[config.mk]
export PLATFORM = sky130hd
export DESIGN_NAME = regfile_wb_arbiter
export DESIGN_NICKNAME = d
export VERILOG_FILES = /design/src/rtl/regfile_wb_arbiter_pkg.sv /design/src/rtl/wb_scoreboard.sv /design/src/rtl/regfile_wb_arbiter.sv
export SDC_FILE = /design/constraint.sdc
export NUM_CORES = 1
export LEC_CHECK = 0
export ABC_AREA = 1
export BUFFER_PORTS_ARGS = -buffer_cell sky130_fd_sc_hd__buf_2
export CAP_MARGIN = 20
export CORE_UTILIZATION = 55
export CTS_CLUSTER_DIAMETER = 60
export DETAILED_ROUTE_END_ITERATION = 16
export PLACE_DENSITY = 0.85
export SLEW_MARGIN = 15
export SYNTH_ARGS = -nofsm -noshare
export SYNTH_HDL_FRONTEND = slang
export SYNTH_SLANG_ARGS = --single-unit
[constraint.sdc]
create_clock -name clk -period 4.2 [get_ports clk]
set_input_delay 0.21 -clock clk [delete_from_list [all_inputs] [get_ports clk]]
set_output_delay 0.21 -clock clk [all_outputs]
set_load 0.03 [all_outputs]
[src/rtl/regfile_wb_arbiter_pkg.sv]
// Shared widths, requester IDs and write-port reset values for the writeback arbiter.
package regfile_wb_arbiter_pkg;

  localparam int XLEN         = 32;
  localparam int NREG         = 32;
  localparam int REG_W        = $clog2(NREG);
  localparam int STARVE_LIMIT = 3;
  localparam int CNT_W        = $clog2(STARVE_LIMIT + 1);

  localparam logic [CNT_W-1:0] STARVE_MAX = CNT_W'(STARVE_LIMIT);

  typedef enum logic {
    REQ_ALU = 1'b0,
    REQ_LSU = 1'b1
  } req_id_e;

  localparam logic [REG_W-1:0] WB_RST_ADDR = '0;
  localparam logic [XLEN-1:0]  WB_RST_DATA = '0;

endpackage

[src/rtl/wb_scoreboard.sv]
// Per-register pending-write scoreboard: set on issue, cleared by a granted writeback.
module wb_scoreboard
  import regfile_wb_arbiter_pkg::*;
(
  input  logic             clk,
  input  logic             rst,
  input  logic             i_iss_valid,
  input  logic [REG_W-1:0] i_iss_rd,
  output logic             o_iss_ready,
  input  logic             i_clr_valid,
  input  logic [REG_W-1:0] i_clr_rd,
  input  logic [REG_W-1:0] i_rs1_addr,
  input  logic [REG_W-1:0] i_rs2_addr,
  output logic             o_rs1_busy,
  output logic             o_rs2_busy
);

  logic [NREG-1:0] r_pending;
  logic [NREG-1:0] w_set_mask;
  logic [NREG-1:0] w_clr_mask;

  assign o_iss_ready = ~r_pending[i_iss_rd] | (i_iss_rd == '0);
  assign o_rs1_busy  = r_pending[i_rs1_addr] & (i_rs1_addr != '0);
  assign o_rs2_busy  = r_pending[i_rs2_addr] & (i_rs2_addr != '0);

  // x0 is never marked pending, so a clear of x0 is harmless.
  always_comb begin
    w_set_mask = '0;
    w_clr_mask = '0;
    if (i_iss_valid && o_iss_ready && (i_iss_rd != '0))
      w_set_mask[i_iss_rd] = 1'b1;
    if (i_clr_valid)
      w_clr_mask[i_clr_rd] = 1'b1;
  end

  always_ff @(posedge clk or posedge rst) begin
    if (rst) r_pending <= '0;
    else     r_pending <= (r_pending & ~w_clr_mask) | w_set_mask;
  end

endmodule

[src/rtl/regfile_wb_arbiter.sv]
// Arbitrates ALU and LSU writebacks onto the single registered register-file write port.
// Define WB_ARB_RR_EN to replace the ALU-priority/starvation scheme with round-robin.
module regfile_wb_arbiter
  import regfile_wb_arbiter_pkg::*;
(
  input  logic             clk,
  input  logic             rst,
  input  logic             alu_wb_valid,
  input  logic [REG_W-1:0] alu_wb_rd,
  input  logic [XLEN-1:0]  alu_wb_data,
  output logic             alu_wb_ready,
  input  logic             lsu_wb_valid,
  input  logic [REG_W-1:0] lsu_wb_rd,
  input  logic [XLEN-1:0]  lsu_wb_data,
  output logic             lsu_wb_ready,
  input  logic             iss_valid,
  input  logic [REG_W-1:0] iss_rd,
  output logic             iss_ready,
  input  logic [REG_W-1:0] rs1_addr,
  input  logic [REG_W-1:0] rs2_addr,
  output logic             rs1_busy,
  output logic             rs2_busy,
  output logic             rf_we,
  output logic [REG_W-1:0] rf_waddr,
  output logic [XLEN-1:0]  rf_wdata
);

  // Handshake: a writeback transfers when valid && ready; a losing requester holds
  // valid, rd and data stable until it sees ready.
  logic             w_contend;
  req_id_e          w_win;
  logic             w_fire;
  logic [REG_W-1:0] w_rd;
  logic [XLEN-1:0]  w_data;

  assign w_contend = alu_wb_valid & lsu_wb_valid;

`ifdef WB_ARB_RR_EN
  req_id_e r_rr_last;

  always_comb begin
    w_win = lsu_wb_valid ? REQ_LSU : REQ_ALU;
    if (w_contend)
      w_win = (r_rr_last == REQ_ALU) ? REQ_LSU : REQ_ALU;
  end

  always_ff @(posedge clk or posedge rst) begin
    if (rst)            r_rr_last <= REQ_ALU;
    else if (w_contend) r_rr_last <= w_win;
  end
`else
  logic [CNT_W-1:0] r_starve_cnt;

  always_comb begin
    w_win = lsu_wb_valid ? REQ_LSU : REQ_ALU;
    if (w_contend)
      w_win = (r_starve_cnt == STARVE_MAX) ? REQ_LSU : REQ_ALU;
  end

  // Counts consecutive contention cycles the ALU has won.
  always_ff @(posedge clk or posedge rst) begin
    if (rst)                                r_starve_cnt <= '0;
    else if (w_contend && w_win == REQ_ALU) r_starve_cnt <= r_starve_cnt + 1'b1;
    else                                    r_starve_cnt <= '0;
  end
`endif

  assign alu_wb_ready = alu_wb_valid & (w_win == REQ_ALU);
  assign lsu_wb_ready = lsu_wb_valid & (w_win == REQ_LSU);
  assign w_fire       = alu_wb_ready | lsu_wb_ready;
  assign w_rd         = (w_win == REQ_LSU) ? lsu_wb_rd   : alu_wb_rd;
  assign w_data       = (w_win == REQ_LSU) ? lsu_wb_data : alu_wb_data;

  // Writes to x0 are consumed without touching the register file.
  always_ff @(posedge clk or posedge rst) begin
    if (rst) begin
      rf_we    <= 1'b0;
      rf_waddr <= WB_RST_ADDR;
      rf_wdata <= WB_RST_DATA;
    end else begin
      rf_we <= w_fire && (w_rd != '0);
      if (w_fire && (w_rd != '0)) begin
        rf_waddr <= w_rd;
        rf_wdata <= w_data;
      end
    end
  end

  wb_scoreboard u_scoreboard (
    .clk         (clk),
    .rst         (rst),
    .i_iss_valid (iss_valid),
    .i_iss_rd    (iss_rd),
    .o_iss_ready (iss_ready),
    .i_clr_valid (w_fire),
    .i_clr_rd    (w_rd),
    .i_rs1_addr  (rs1_addr),
    .i_rs2_addr  (rs2_addr),
    .o_rs1_busy  (rs1_busy),
    .o_rs2_busy  (rs2_busy)
  );

endmodule

Word level (Yosys, flattened, before mapping) --
Cells that the tools add are included.
Storage, ports and cells: bits in registers 72, logic and storage cells 54, output and inout bits 43, input bits 94
Operators by class: $add $sub $neg 1, bitwise gates (word level) 12, multiplexer cells 18, equal/unequal tests 1, reductions and logical operators 11, order comparisons 6
Operators by type and width (count):
- 32-bit two-way mux | 3
- 32-bit bitwise AND | 1
- 32-bit inverter | 1
- 32-bit bitwise OR | 1
- 5-bit by 6-bit < comparator with 1-bit output, second input constant | 4
- 5-bit nonzero test | 4
- 1-bit binary-select mux with 5-bit select | 3
- 1-bit demux with 5-bit select | 2
- 5-bit by 1-bit greater-or-equal comparator with 1-bit output, second input constant | 2
- 1-bit two-way mux | 8
- 1-bit logical AND | 6
- 1-bit bitwise AND | 5
- 5-bit logical NOT | 1
- 5-bit two-way mux | 1
- 2-bit by 1-bit adder with 2-bit output, second input constant | 1
- 2-bit equality test, second input constant | 1
- 2-bit two-way mux | 1
- 1-bit inverter | 2
- 1-bit bitwise OR | 2

Longest topological paths before layout --
Gate-level depths: netlist (run 1).
depth in word-level cells 12, depth in mapped cells 13, depth with buffers taken out 12

Modules after synthesis --
Synthesis (run 1) repeated with hierarchy kept, for this count alone.
Second synthesis, totals: cell total of the unflattened synthesis 745, area total of the unflattened synthesis 5028.6 µm²
By module, submodules not included:
- wb_scoreboard | area an instance 2726.4 µm², sequential area each 800.8 µm², cells each 440, times used 1
- regfile_wb_arbiter | area an instance 2302.2 µm², sequential area each 1001.0 µm², cells each 305, times used 1

Worst setup path after synthesis (run 1) --
Ideal clock, no wire load.
path kind register to output, start point register r_starve_cnt[0], end point output alu_wb_ready, data arrival time 1.904 ns, path buffers 2, cell stages (with the launch flop) 9, path slack 2.086 ns, data required time 3.990 ns, cells stage by stage dfrtp_1 ha_1 inv_1 nand3_1 nand2_2 buf_6 clkinv_1 clkbuf_1 nor2_1
Between the ends: word-level cells in the longest chain between the ends 5
RTL lines:
- from (decl) | RTL line regfile_wb_arbiter.sv:52 | logic [CNT_W-1:0] r_starve_cnt;
- from (signal assigned) | RTL line regfile_wb_arbiter.sv:63 | else if (w_contend && w_win == REQ_ALU) r_starve_cnt <= r_starve_cnt + 1'b1;
- 2-bit equality test | RTL line regfile_wb_arbiter.sv:57 | w_win = (r_starve_cnt == STARVE_MAX) ? REQ_LSU : REQ_ALU;
- 1-bit two-way mux | RTL line regfile_wb_arbiter.sv:57
- 1-bit two-way mux | RTL line regfile_wb_arbiter.sv:56 | if (w_contend)
- 1-bit inverter | RTL line regfile_wb_arbiter.sv:68 | assign alu_wb_ready = alu_wb_valid & (w_win == REQ_ALU);
- 1-bit bitwise AND | RTL line regfile_wb_arbiter.sv:68
- to (decl) | RTL line regfile_wb_arbiter.sv:11 | output logic alu_wb_ready,
No other way between the ends.

Final worst setup path (run 1) --
Ends and elaborated chain as after synthesis.

==> results.ini, run 1 <==
[place]
io_buffers=136
gp_congestion=0.962
place_hpwl_mm=10.1

[finish]
fillers=743
nets=977
final_util_pct=67.7
seq_area_mm2=0.00180
final_cell_mix=388 x nand2_1, 136 x buf_2, 72 x dfrtp_1
area_growth_pct=17.8
multi_input_area_mm2=0.00258
final_common_cell=nand2_1
n_antenna_cell=0
layout-drive-gt1-share_pct=18.1

[detailed_routing]
vias=5446
routed_via_density=5.50
drtIter0Drc=354
first_pass_iters=5
drtAntennaViolNets=0
wirelength_mm=14.0
drcViolationCount=0
avgRoutedWirePerCell_um=14.1

[clocking]
cts_max_path_buffers=2
cts_setup_buffers=0
numCtsBuffers=9
cts_tree=done
clkTransAtPathRegs_ps=80
clk-insertion-delay-late_ps=360
ctsResizeCount=0
cts_hold_buffers=0
h-tree-depth=3
clock-root-buffer=clkbuf_8
cts_sinks=72

[synth]
synth_area_mm2=0.00480
synth_top_area_cell=dfrtp_1
synthTopCellsByArea=dfrtp_1 38%, nand2_1 30%, nand3_1 6.4%, nand4_1 4.3%, nor2_1 4.3%
synth.avg_cell_area_um2=6.22
yosysWarnings=0
syn_inst=771
synth_top_area_share_pct=37.6
ys_seq_elements=72
yosysSeqAreaShare_pct=37.6
synth_nets=866
synth.distinct_cells=24

[grt]
grtUsageMet3_pct=5.26
grt_pass1_wl_mm=23.1
grt_pass1_vias=5142
grtUsageMet1_pct=43.1
antenna_found_initial=0
grt_usage_pct=32.6
grt_max_degree=73
grt_overflow_total=0
met2_usage_pct=52.9
grt-busiest-layer=met2

[critical_path]
required_ps=3990
path_cells=ha_1 > inv_1 > nand3_1 > nand2_2 > clkinv_1 > nor2_1 > buf_2
crit_path_start_kind=flop
endpoint_kind=primary output
critPathKind=flop to primary output
cpLargestDelayFamily=buffers and inverters
cp.arrival_ps=3140
r2r_start=r_starve_cnt[0]$_DFF_PP0_
slowest_stage=clkinv_1
crit_start=r_starve_cnt[0]$_DFF_PP0_
crit_fanout=43
worst-path-buf-inv=3
cp_slowest_stage_delay_ps=950

[timing]
hold_slack_ps=119
finalHoldViolCount=0
skew_ps=11.3
drv_slew=0
period_needed_ps=3350
relSlewSlack_pct=35.8
min_period_over_period_pct=79.7
finalSetupViolations=0
fmax_mhz=299
worst_slew_pin_slew_ps=961
rsz0062_at_grt=no
setup_tns_ps=0

[floorplan]
die_x_um=95.4
initial_core_util_pct=57.5
core_area_mm2=0.00834
io_pins=137
rows=33
die_h_um=95.4
die_area_mm2=0.00910

[run]
maxCapViolCount=0

[pwr]
ir_drop_mv=0.210
powerDensity_mw_per_mm2=401
power_leakage_nw=3.22

[worst_hold_path]
hp-class=input pin to asynchronous set/reset pin

[outcome]
outcome=finished, final reports clean

## final cells by class
class / instances / area share (%)
Multi-Input combinational cell: 604 / 45.7
Tap cell: 105 / 2.33
Timing Repair Buffer: 140 / 12.6
Sequential cell: 72 / 31.9
Clock buffer: 12 / 2.75
Inverter: 55 / 3.65
Clock inverter: 3 / 1.15
## cells by family after synthesis
group | after synthesis | synth area share (%)
AOI/OAI and AO/OA | 55 | 6.76
adders and majority gates | 1 | 0.261
buffers and inverters | 95 | 8.66
DFF | 72 | 37.6
and+or+nand+nor | 548 | 46.8
## per-layer routing
layer | vias to the layer above | share of wire [%]
li1 | 2675 | -
met1 | 2457 | 44
met2 | 275 | 46
met3 | 39 | 7.8
met4 | 0 | 2.4
met5 | - | 0
## final timing paths
path                            slack, ps                                   to  depth (start not counted)
worst max-delay path                  850                         alu_wb_ready                          7
worst min-delay path                  120             rf_wdata[27]$_DFFE_PP0P_                          3
worst max register to register       1200             rf_wdata[31]$_DFFE_PP0P_                         11
worst min register to register        450            r_starve_cnt[0]$_DFF_PP0_                          1
max in group asynchronous            3490  u_scoreboard.r_pending[5]$_DFF_PP0_                          3
min in group clk                      180             rf_wdata[28]$_DFFE_PP0P_                          5
## worst min-delay path, cell delays in order
cell and delay (ps):
buf_2 100, inv_2 30, buf_4 680
## cells in the mapped netlist
master,n
inv_1,52
nand2_4,1
dfrtp_1,72
inv_2,1
buf_1,4
o21bai_2,1
a21boi_0,1
o211ai_1,16
nor3_1,8
nand2_1,388
buf_6,6
buf_4,1
a21oi_1,16
nand2_2,1
nand3_1,61
clkinv_1,2
nor2_1,55
ha_1,1
clkbuf_1,21
o21ai_0,18
nor2_4,1
nand4_1,33
o21ai_1,3
buf_2,8
## stage by stage
stage          power, mW  area [um^2]  worst slack (ps)  instances
2_1_floorplan       1.41         4800              2090        771
3_3_place_gp        1.61         5430              1370        976
3_5_place_dp        1.64         5430              1200        976
4_1_cts             2.26         5650               862        991
5_1_grt             2.39         5650               598        991
6_report            2.27         5650               851        991
## power by group
part / internal, mW / switching [mW] / leakage, nW
registers: 0.822 / 0.137 / 0.887
clock network: 0.363 / 0.264 / 0.112
logic: 0.224 / 0.454 / 2.22
## sequential cells by signal (all words and copies together), names as in the netlist
| signal | cells |
|---|---|
| u_scoreboard.r_pending | 32 |
| rf_wdata | 32 |
| rf_waddr | 5 |
| r_starve_cnt | 2 |
| rf_we | 1 |
Note: power is estimated with default switching activity, not from simulation.
==> run 2, diff against run 1 <==
CORE_UTILIZATION = 48   (was 55)
PLACE_DENSITY = 0.79   (was 0.85)
clock period = 2.85 ns   (was 4.2 ns; I/O delays follow)
==> run 2 against run 1 <==
- sequential power increased by 46%
- sequential share of layout area decreased by 0.68 points
- clock power increased by 54%
- core utilization decreased by 8.4 points
- count of clock-buffer cells in the layout decreased by 2
- clock skew decreased by 6.5 ps
- die area increased by 14%
- first-iteration DRC count increased by 17%
- cell count increased by 3.7%
- register-to-register slack got worse by 770 ps
- sequential cell count unchanged
- global-route usage decreased by 5.1 points
- largest cell class unchanged
- largest power group unchanged
==> results.ini, run 2 (synthesized netlist as in run 1, its figures left out) <==
[outcome]
outcome=finished, final reports clean

[grt]
antenna_found_initial=2  ; +2
grt_pass1_vias=4714  ; -8.3%
grt_pass1_wl_mm=22.3  ; -3.3%
grt_max_degree=42  ; -42%
grt_usage_pct=27.5  ; -5.1 points
grt_overflow_total=0  ; unchanged

[critical_path]
crit_start=r_starve_cnt[0]$_DFF_PP0_
cp_slowest_stage_delay_ps=390  ; -560 ps
path_cells=ha_1 > inv_1 > nand3_1 > nand2_2 > nand2_1 > o21ai_1 > inv_1 > nor2_4 > nand2_4 > nand3_1 > nand2_1
critPathKind=flop to flop
worst-r2r-cell-count=11  ; unchanged
required_ps=3090  ; -900 ps
cp.arrival_ps=2650  ; -490 ps
crit_path_start_kind=flop
crit_fanout=35  ; -19%
rrSetupSlack_ps=430  ; -770 ps
r2r_start=r_starve_cnt[0]$_DFF_PP0_
endpoint_kind=flop
slowest_stage=dfrtp_1

[timing]
min_period_over_period_pct=84.8
setup_tns_ps=0  ; unchanged
finalHoldViolCount=0  ; unchanged
period_needed_ps=2420
fin_ws_ps=434  ; -417 ps
skew_ps=4.73  ; -6.53 ps
fmax_mhz=414
worst_slew_pin_slew_ps=904  ; -57.0 ps
drv_slew=0  ; unchanged
rsz0062_at_grt=no
relSlewSlack_pct=39.7  ; +3.8 points
finalSetupViolations=0  ; unchanged
hold_slack_ps=112  ; -7.00 ps

[pwr]
power_leakage_nw=3.26  ; +1.2%
ir_drop_mv=0.334  ; +59%
powerDensity_mw_per_mm2=583  ; +45%
finalPower_mw=3.37  ; +49%

[floorplan]
initial_core_util_pct=49.3  ; -8.2 points
io_pins=137  ; unchanged
die_x_um=102  ; +6.9%
core_area_mm2=0.00973  ; +17%
rows=36  ; +9.1%
die_h_um=102  ; +6.9%
die_area_mm2=0.0104  ; +14%

[finish]
multi_input_area_mm2=0.00258  ; about the same
area_growth_pct=20.4
final_common_cell=nand2_1
final_util_pct=59.3  ; -8.4 points
layout-drive-gt1-share_pct=18.7  ; +0.64 points
top_regs=rf_wdata: 32 flops, u_scoreboard.r_pending: 32 flops, rf_waddr: 5 flops
seq_area_mm2=0.00180  ; unchanged
final_cell_mix=388 x nand2_1, 136 x buf_2, 72 x dfrtp_1
final_area_mm2=0.00577  ; +2.2%
stdcell_count=1028  ; +3.7%
fillers=977  ; +31%
nets=984  ; +0.72%

[detailed_routing]
avgRoutedWirePerCell_um=13.0  ; -8.0%
first_pass_iters=5  ; unchanged
drtIter0Drc=415  ; +17%
routed_via_density=5.12  ; -6.8%
wirelength_mm=13.4  ; -4.6%
vias=5264  ; -3.3%
drcViolationCount=0  ; unchanged
drtAntennaViolNets=0  ; unchanged

[clocking]
h-tree-depth=3  ; unchanged
clock-root-buffer=clkbuf_8
clk-insertion-delay-late_ps=340  ; -20 ps
cts_sinks=72  ; unchanged
numCtsBuffers=9  ; unchanged
clkTransAtPathRegs_ps=80  ; about the same
cts_tree=done
cts_max_path_buffers=2  ; unchanged

[place]
io_buffers=136  ; unchanged
pre_cts_ws_ps=440  ; -761 ps
placed_area_mm2=0.00553  ; +1.8%
gp_congestion=0.914  ; -5.1%
place_hpwl_mm=9.84  ; -2.2%
dp_cells=1010  ; +3.5%

[worst_hold_path]
min-delay-start=lsu_wb_data[12]
hold_depth=5
hp-class=input pin to flop

[run]
maxCapViolCount=0  ; unchanged

## run 2: cell type report
type                       instances  area share (%)
tap                              133            2.88
clock buffer                      10            2.21
antenna                            2          0.0867
clock inverter                     5            1.84
sequential                        72            31.2
timing repair buffer             147            13.5
multi-input combinational        604            44.7
inverter                          55            3.58
## run 2: where the power goes
part	switching, mW	leakage, nW	total, mW	internal, mW
logic	0.657	2.26	0.998	0.341
clock network	0.388	0.113	0.966	0.579
registers	0.191	0.887	1.40	1.21
total	1.24	3.26	3.37	2.13
## run 2: critical path: cells and delay by family (launching register included)
kind                     cells  cell delay [ps]
buffers and inverters        2              240
adder cells (fa/ha/maj)      1              200
AND/OR/NAND/NOR              7             1230
AO/OA/AOI/OAI                1              230
flip-flops                   1              390
## run 2: metal layers
layer | track usage [%] | share of wire (%) | routed length, um
met3 | 4.31 | 7.1 | 954
met2 | 45.0 | 46 | 6160
met5 | 0 | 0 | 0
met1 | 36.6 | 44 | 5930
met4 | 11.2 | 2.3 | 307
## run 2: repair_timing
| item | in CTS | in global routing |
|---|---|---|
| endpoints found under the hold margin | 31 | 0 |
| buffers inserted | 0 | 0 |
| gates resized for setup | 0 | 0 |
| hold buffers | 1 | 0 |
## run 2: final timing paths
path / end
hold / removal: rf_wdata[12]$_DFFE_PP0P_
setup reg to reg: rf_wdata[29]$_DFFE_PP0P_
max in group asynchronous: u_scoreboard.r_pending[18]$_DFF_PP0_
min in group asynchronous: rf_wdata[27]$_DFFE_PP0P_
setup / recovery: rf_wdata[29]$_DFFE_PP0P_
hold reg to reg: r_starve_cnt[0]$_DFF_PP0_
==> run 3, diff against run 2 <==
clock period = 2.2 ns   (was 2.85 ns; I/O delays follow)
==> run 3 against run 2 <==
- critical path depth decreased by 3
- die area unchanged
- combinational power increased by 35%
- sequential share of layout area down 0.64 points
- via count grew 1.7%
- clock skew grew 4.4 ps
- cell count is 1.1% higher
- global-route usage grew 0.52 points
- clock power grew 20%
- cell area increased by 2.1%
- power is 28% higher
- routed wire length up 2.4%
- critical path type is now flop to primary output
- largest cell class unchanged
- highest routed layer unchanged
==> results.ini, run 3 (synthesized netlist as in run 1, its figures left out) <==
[pwr]
power_leakage_nw=3.31  ; +1.6%
ir_drop_mv=0.464  ; +39%
powerDensity_mw_per_mm2=733  ; +26%
finalPower_mw=4.32  ; +28%

[floorplan]
rows=36  ; unchanged
die_x_um=102  ; unchanged
initial_core_util_pct=49.3  ; unchanged
core_area_mm2=0.00973  ; unchanged
die_h_um=102  ; unchanged
die_area_mm2=0.0104  ; unchanged
io_pins=137  ; unchanged

[detailed_routing]
drcViolationCount=0  ; unchanged
first_pass_iters=6  ; +1
routed_via_density=5.15  ; +0.67%
avgRoutedWirePerCell_um=13.2  ; +1.3%
vias=5356  ; +1.7%
wirelength_mm=13.7  ; +2.4%
drtAntennaViolNets=0  ; unchanged
drtIter0Drc=325  ; -22%

[clocking]
clock-root-buffer=clkbuf_8
cts_sinks=72  ; unchanged
cts_tree=done
clkTransAtPathRegs_ps=80  ; about the same
cts_max_path_buffers=2  ; unchanged
h-tree-depth=3  ; unchanged
numCtsBuffers=9  ; unchanged
clk-insertion-delay-late_ps=350  ; about the same

[grt]
grt_max_degree=39  ; -7.1%
antenna_found_initial=0  ; -2
grt_usage_pct=28.0  ; +0.52 points
grt_pass1_wl_mm=22.6  ; +1.2%
grt_pass1_vias=4832  ; +2.5%
grt_overflow_total=0  ; unchanged

[finish]
stdcell_count=1039  ; +1.1%
final_cell_mix=388 x nand2_1, 136 x buf_2, 72 x dfrtp_1
top_regs=rf_wdata: 32 flops, u_scoreboard.r_pending: 32 flops, rf_waddr: 5 flops
fillers=940  ; -3.8%
layout-drive-gt1-share_pct=20.0  ; +1.3 points
nets=996  ; +1.2%
n_antenna_cell=0  ; -2
final_common_cell=nand2_1
area_growth_pct=22.9

[outcome]
outcome=finished, final reports clean

[worst_hold_path]
hp-class=input pin to flop

[run]
maxCapViolCount=0  ; unchanged

[timing]
min_period_over_period_pct=92.6
finalHoldViolCount=0  ; unchanged
period_needed_ps=2040
fmax_mhz=491
finalSetupViolations=0  ; unchanged
worst_slew_pin_slew_ps=885  ; -19.5 ps
drv_slew=0  ; unchanged
skew_ps=9.18  ; +4.45 ps
relSlewSlack_pct=41.0  ; +1.3 points

[critical_path]
slowest_stage=dfrtp_1
crit_fanout=34  ; -2.9%
critPathKind=flop to primary output
cp_slowest_stage_delay_ps=390  ; about the same
endpoint_kind=primary output
path_cells=ha_1 > inv_1 > nand3_2 > nand2_4 > clkinv_1 > buf_4 > nor2_1 > buf_2
crit_path_start_kind=flop
worst-path-buf-inv=4  ; +2
cpLargestDelayFamily=buffers and inverters
cp.arrival_ps=1930  ; -720 ps
required_ps=2090  ; -1000 ps

[place]
place_hpwl_mm=10.1  ; +2.8%
dp_cells=1020  ; +0.99%
gp_congestion=0.995  ; +8.9%
io_buffers=136  ; unchanged

## run 3: changes by cell type in the layout (fill, tap and decap cells not counted), sizes merged
| cell | previous run | this run |
|---|---|---|
| inv | 53 | 54 |
| bufinv | 3 | 2 |
| diode | 2 | 0 |
| clkinvlp | 1 | 2 |
| nand2 | 390 | 391 |
| buf | 146 | 157 |
## run 3: path summary, 6_finish.rpt
check | to | cells after the start | startpoint | slack [ps]
worst max-delay path | alu_wb_ready | 8 | r_starve_cnt[0]$_DFF_PP0_ | 160
min in group asynchronous | u_scoreboard.r_pending[9]$_DFF_PP0_ | 3 | rst | 300
worst max register to register | rf_wdata[25]$_DFFE_PP0P_ | 11 | r_starve_cnt[0]$_DFF_PP0_ | 190
max in group asynchronous | rf_wdata[4]$_DFFE_PP0P_ | 5 | rst | 1220
worst min register to register | r_starve_cnt[0]$_DFF_PP0_ | 1 | r_starve_cnt[0]$_DFF_PP0_ | 440
worst min-delay path | rf_wdata[14]$_DFFE_PP0P_ | 5 | lsu_wb_data[14] | 80
## run 3: repair_timing
| action | CTS | global route |
|---|---|---|
| setup endpoints to repair | 0 | 67 |
| buffers inserted | 0 | 1 |
| hold buffers | 1 | 0 |
| gates resized for setup | 0 | 6 |
| hold endpoints to repair | 16 | 0 |
## run 3: layout make-up
class                   count  area, um^2  area share, %
clock buffers              10         128           2.16
well taps                 133         166           2.82
inverters                  55         206           3.50
repair buffers            158         893           15.2
clock inverters             6        92.6           1.57
multi-input cells         605        2610           44.2
flip-flops and latches     72        1800           30.6
## run 3: stage by stage
stage	hold slack (ps)	area, um^2	setup slack (ps)	util, %	setup TNS (ps)
floorplan	302	4800	186	-	0
global placement	129	5630	180	57.8	0
finish	77.4	5900	162	60.6	0
global route	90.0	5900	-11.2	60.6	-31.2
detailed placement	133	5630	96.5	57.8	0
CTS	67.4	5860	88.3	60.2	0
## run 3: metal layers
metal | up-vias | wire length, um | track usage, %
met4 | 0 | 368 | 9.78
met2 | 217 | 6430 | 45.9
li1 | 2713 | - | -
met3 | 28 | 1090 | 6.22
met5 | - | 0 | 0
met1 | 2398 | 5780 | 36.6
## run 3: worst reg2reg max path, stage by stage, from the launching register on
cell	delay, ps
dfrtp_1	390
ha_1	190
inv_1	80
nand3_2	140
nand2_2	160
nand2_1	70
o21ai_0	150
nand2_1	170
o21bai_2	230
buf_12	220
nand2_1	90
nand2_1	60
## run 3: report_power, final
group	switching [mW]	internal, mW	leakage (nW)	total [mW]
combinational	0.871	0.474	2.32	1.35
clock	0.515	0.644	0.103	1.16
sequential	0.248	1.57	0.887	1.82
